--- src/rtl/wb_regfile.sv ---
// Writeback-stage register file: forms the write address and data (with load extension),
// holds the 32x32 GPRs, and serves two combinational read ports with write-through bypass.
module wb_regfile #(
  parameter logic [31:0] RESET_SP = 32'h0000_2ffc,
  parameter logic [31:0] RESET_GP = 32'h0000_1800
) (
  input  logic        clk,
  input  logic        reset_n,
  input  logic [31:0] ins_W,
  input  logic [31:0] ALUout_W,
  input  logic [31:0] RData_W,
  input  logic [31:0] PC8_W,
  input  logic        MemtoReg,
  input  logic        RegDst,
  input  logic        RegWrite,
  input  logic        jal_W,
  input  logic [2:0]  RM_extOp,
  input  logic [4:0]  A1,
  input  logic [4:0]  A2,
  output logic [31:0] RD1,
  output logic [31:0] RD2,
  output logic        WE_out,
  output logic [4:0]  WA_out,
  output logic [31:0] WD_out
);

  localparam int unsigned XLEN  = 32;
  localparam int unsigned NREGS = 32;

  logic [XLEN-1:0] r_regs [NREGS];
  logic            w_jalr;
  logic [7:0]      w_byte;
  logic [15:0]     w_half;
  logic [XLEN-1:0] w_load;
  logic            w_unused;

  // Fields of ins_W not needed for address/data selection.
  assign w_unused = &{1'b0, ins_W[25:21], ins_W[10:6]};

  assign w_jalr = (ins_W[31:26] == 6'd0) && (ins_W[5:0] == 6'b001001);

  // Little-endian byte/halfword pick from the aligned memory word.
  always_comb begin
    w_byte = RData_W[7:0];
    case (ALUout_W[1:0])
      2'd0: w_byte = RData_W[7:0];
      2'd1: w_byte = RData_W[15:8];
      2'd2: w_byte = RData_W[23:16];
      2'd3: w_byte = RData_W[31:24];
      default: w_byte = RData_W[7:0];
    endcase
    w_half = ALUout_W[1] ? RData_W[31:16] : RData_W[15:0];
  end

  always_comb begin
    w_load = RData_W;
    case (RM_extOp)
      3'd1: w_load = {24'd0, w_byte};
      3'd2: w_load = {{24{w_byte[7]}}, w_byte};
      3'd3: w_load = {16'd0, w_half};
      3'd4: w_load = {{16{w_half[15]}}, w_half};
      default: w_load = RData_W;
    endcase
  end

  // Committed write: jal forces $31; link data wins over load and ALU data.
  always_comb begin
    WA_out = jal_W ? 5'd31 : (RegDst ? ins_W[15:11] : ins_W[20:16]);
    if (jal_W || w_jalr) begin
      WD_out = PC8_W;
    end else if (MemtoReg) begin
      WD_out = w_load;
    end else begin
      WD_out = ALUout_W;
    end
    WE_out = RegWrite && (WA_out != 5'd0);
  end

  always_ff @(posedge clk or negedge reset_n) begin
    if (!reset_n) begin
      for (int i = 0; i < int'(NREGS); i++) begin
        if (i == 28) begin
          r_regs[i] <= RESET_GP;
        end else if (i == 29) begin
          r_regs[i] <= RESET_SP;
        end else begin
          r_regs[i] <= '0;
        end
      end
    end else if (WE_out) begin
      r_regs[WA_out] <= WD_out;
    end
  end

  // Read ports: $0 reads zero, a same-cycle write to the read address bypasses storage.
  always_comb begin
    if (A1 == 5'd0) begin
      RD1 = '0;
    end else if (WE_out && (A1 == WA_out)) begin
      RD1 = WD_out;
    end else begin
      RD1 = r_regs[A1];
    end
    if (A2 == 5'd0) begin
      RD2 = '0;
    end else if (WE_out && (A2 == WA_out)) begin
      RD2 = WD_out;
    end else begin
      RD2 = r_regs[A2];
    end
  end

endmodule

--- config.mk ---
export PLATFORM = sky130hd
export DESIGN_NAME = wb_regfile
export DESIGN_NICKNAME = d
export VERILOG_FILES = /design/src/rtl/wb_regfile.sv
export SDC_FILE = /design/constraint.sdc
export NUM_CORES = 2
export LEC_CHECK = 0
export CAP_MARGIN = 30
export CORE_UTILIZATION = 31
export CTS_CLUSTER_DIAMETER = 150
export DETAILED_ROUTE_END_ITERATION = 10
export PLACE_DENSITY = 0.59
export SKIP_CTS_REPAIR_TIMING = 1
export SKIP_LAST_GASP = 1
export SYNTH_ARGS = -nofsm -noshare
export SYNTH_HDL_FRONTEND = slang
export SYNTH_SLANG_ARGS = --single-unit
--- constraint.sdc ---
create_clock -name clk -period 2.15 [get_ports clk]
set_input_delay 0.215 -clock clk [delete_from_list [all_inputs] [get_ports clk]]
set_output_delay 0.215 -clock clk [all_outputs]
set_load 0.01 [all_outputs]
==> impl_results.md <==
* Status: complete, but fails checks
* Violations in the final reports: negative setup slack
* First-pass GRT wire length at 336 mm
* Worst path required time at 1.93 ns
* Setup slack, reg-to-reg at 1.30 ns
* Syn Std Cell Area at 0.0555 sq mm
* Clk_skew at 0 ns
* Crit-path max FO at 4
* Period utilization at 1.43
* Die footprint at 0.181 sq mm
* Slew @ Worst Pin at 0.720 ns
* Synth Flop Type: dfrtp_1
* Post-Synth Simple-Gate Area at 0.110
* Unrepaired setup endpoints after global routing: true
* Max Cap Viol at 0
* GRT overflow at 0
* Vias/cell at 5.57
* Nets@finish at 6,739
* Crit. End Element: output port
* Final worst slack at -0.923 ns
* Core Rows at 154
* Largest registers: r_regs (1024)
* Most used cell, CP: buf_4
* Hold WS at 0.0726 ns
* Setup-failing EPs final at 96
* Final Power at 64.6 mW
* Register bit count reported by yosys at 1,024
* Worst stage delay on the critical path at 0.47 ns
* GP Congestion at 0.940
* Largest net degree at the start of global routing at 66
* Combinational family with the most area after synthesis: multiplexers
* Startpoint type of the worst setup path: input pin
* TritonCTS clock tree: built
* Arr. time, crit path at 2.86 ns
* Final Util at 0.441
* Max reg flops at 1,024
* Total GRT Usage at 0.251
* Fin. Hold Viols at 0
* Pleak at 35.4 nW
* Initial Util at 0.314
* Post-synth EDFFs at 0
* Worst hold path type: input pin to async pin
* Adder-cell share of the synthesized area at 0
* Post-Syn Instances at 5,454
* Clk Latency, worst-skew pair at 0.74 ns
* Register area share after synthesis at 0.462
* Sink Count at 1,024
* Final WL at 236 mm
* Post-synthesis compound-gate area fraction at 0.155
* Post-synthesis mux area share at 0.221
* Fin crit period at 3.07 ns
* CP bufs+invs at 9
* Synth top area share at 0.456
* Area leader, netlist: dfrtp_1
* Die X at 425 microns
* Pre-CTS setup slack at -1.92 ns
* Remaining antenna violation count at 0
* Rel. slew slack at 0.515
* Drt pass-1 iters at 7
* Pwr/cell area at 829 mW/mm^2
* Share of cells above drive strength 1 at 0.366
* Initial drt markers at 4,779
* Crit path max-delay family: buffers and inverters
* Initial antenna violation count at 8
* Die Span Y at 425 microns
* Clock buffer depth at 3
* Number of synthesis warnings at 0
* Vias in the first global route at 49,301
* Port bufs at 238
* Xor and xnor fraction of the mapped netlist area at 0.000474
* Setup tns final at -49.10 ns
* Reg clk slew, reported paths at 0.06 ns
* Slew Limit Fails at 0
* CTS Buf Count at 110
* DP Wirelength at 165 mm
* Net count after synthesis at 5,601
* Max Clock Freq at 325 MHz
* Worst VDD drop at 0.000773 V
* Synth area leaders: dfrtp_1, mux4_2, o21ai_0
* Mean Syn Cell Area at 10.2 sq um
* Yosys cell types at 83
* P&R area growth vs syn at 40.5%
* Worst path cell trace: buf_8, buf_6, mux2i_2, buf_4, a21oi_2, nand4b_1, buf_4, nor4b_4, buf_4, buf_12, buf_4, nor3_1, a211oi_2, buf_4, clkbuf_2
* Via count at 50,270
* Slowest cell on the critical path: a211oi_2
* CTS root buffer: clkbuf_16
* I/O pins at 249
* Top reg by flops: r_regs
* DR WL/cell at 26.2 microns
* DRC at 0
* H-tree levels at 3
* Asr flop ratio synth at 1.00
* Core ar. at 0.177 sq mm
* Setup Crit Path Kind: input pin to output port
==> routing by layer <==
metal,global-route usage,vias up,part of all wire
met1,0.325,25235,0.40
met3,0.0480,624,0.083
li1,-,21991,-
met2,0.393,2416,0.46
met4,0.146,4,0.065
met5,0,-,0.00011
==> cell families after synthesis <==
group | count (synthesis)
AO/OA/AOI/OAI | 1523
AND/OR/NAND/NOR | 1458
flip-flops | 1024
multiplexers | 814
buffers and inverters | 632
XOR/XNOR | 3
==> layout by cell type (no fill, tap or decap), types with 67 or more instances in the layout <==
master,instances
buf_12,203
clkbuf_16,121
nand2_1,1054
buf_4,1061
a22oi_1,93
o21ai_1,67
mux2i_1,429
buf_6,125
o21ai_0,952
nand3_1,75
nor2_1,85
mux4_2,323
dfrtp_1,1011
clkdlybuf4s50_1,86
==> per-stage QoR <==
stage / cell area, sq um / cells
after global placement: 70400 / 8692
after detailed placement: 70400 / 8692
after CTS: 74200 / 8899
after global routing: 78000 / 9030
final: 78000 / 9031
after floorplan: 55800 / 5454
==> final timing paths <==
check                                         startpoint                  endpoint  depth (start not counted)
min in group clk                                PC8_W[4]   r_regs[484]$_DFFE_PN0P_                          4
worst min-delay path                             reset_n   r_regs[450]$_DFFE_PN0P_                          2
worst max register to register   r_regs[488]$_DFFE_PN0P_   r_regs[488]$_DFFE_PN0P_                          3
worst min register to register  r_regs[1018]$_DFFE_PN0P_  r_regs[1018]$_DFFE_PN0P_                          0
worst max-delay path                              RegDst                   RD2[18]                         15
max in group asynchronous                        reset_n   r_regs[538]$_DFFE_PN0P_                          3
==> power breakdown <==
group | switching (mW) | internal [mW]
logic | 8.97 | 9.71
registers | 2.56 | 23.1
clock network | 8.62 | 11.7
==> synth_stat cells (all sizes together), types with 5 or more instances <==
library cell / count
nor2: 105
o21a: 8
mux2i: 452
o221ai: 16
mux4: 323
a22oi: 94
a211oi: 41
nand2b: 37
inv: 45
o31ai: 7
and3: 9
a31oi: 5
a21oi: 91
o21ai: 1041
a21o: 8
buf: 185
or2: 7
or4b: 7
nand3: 81
and2: 9
dfstp: 13
nor2b: 14
dfrtp: 1011
o211ai: 32
mux2: 39
nor4: 11
nor3: 69
clkbuf: 401
a221oi: 14
nand2: 1072
or4: 6
o22ai: 112
o2bb2ai: 5
a2111oi: 8
a211o: 15
or3: 12
==> final cells by class <==
cell class	count	area [sq um]
Tap cell	2340	2930
Inverter	46	236
Sequential cell	1024	25600
Timing Repair Buffer	1611	15800
Clock buffer	148	3110
Antenna cell	4	10.0
Multi-Input combinational cell	3799	29600
Clock inverter	59	708
Fill cell	16482	98900
No activity file was read; power rests on OpenSTA's default activity.
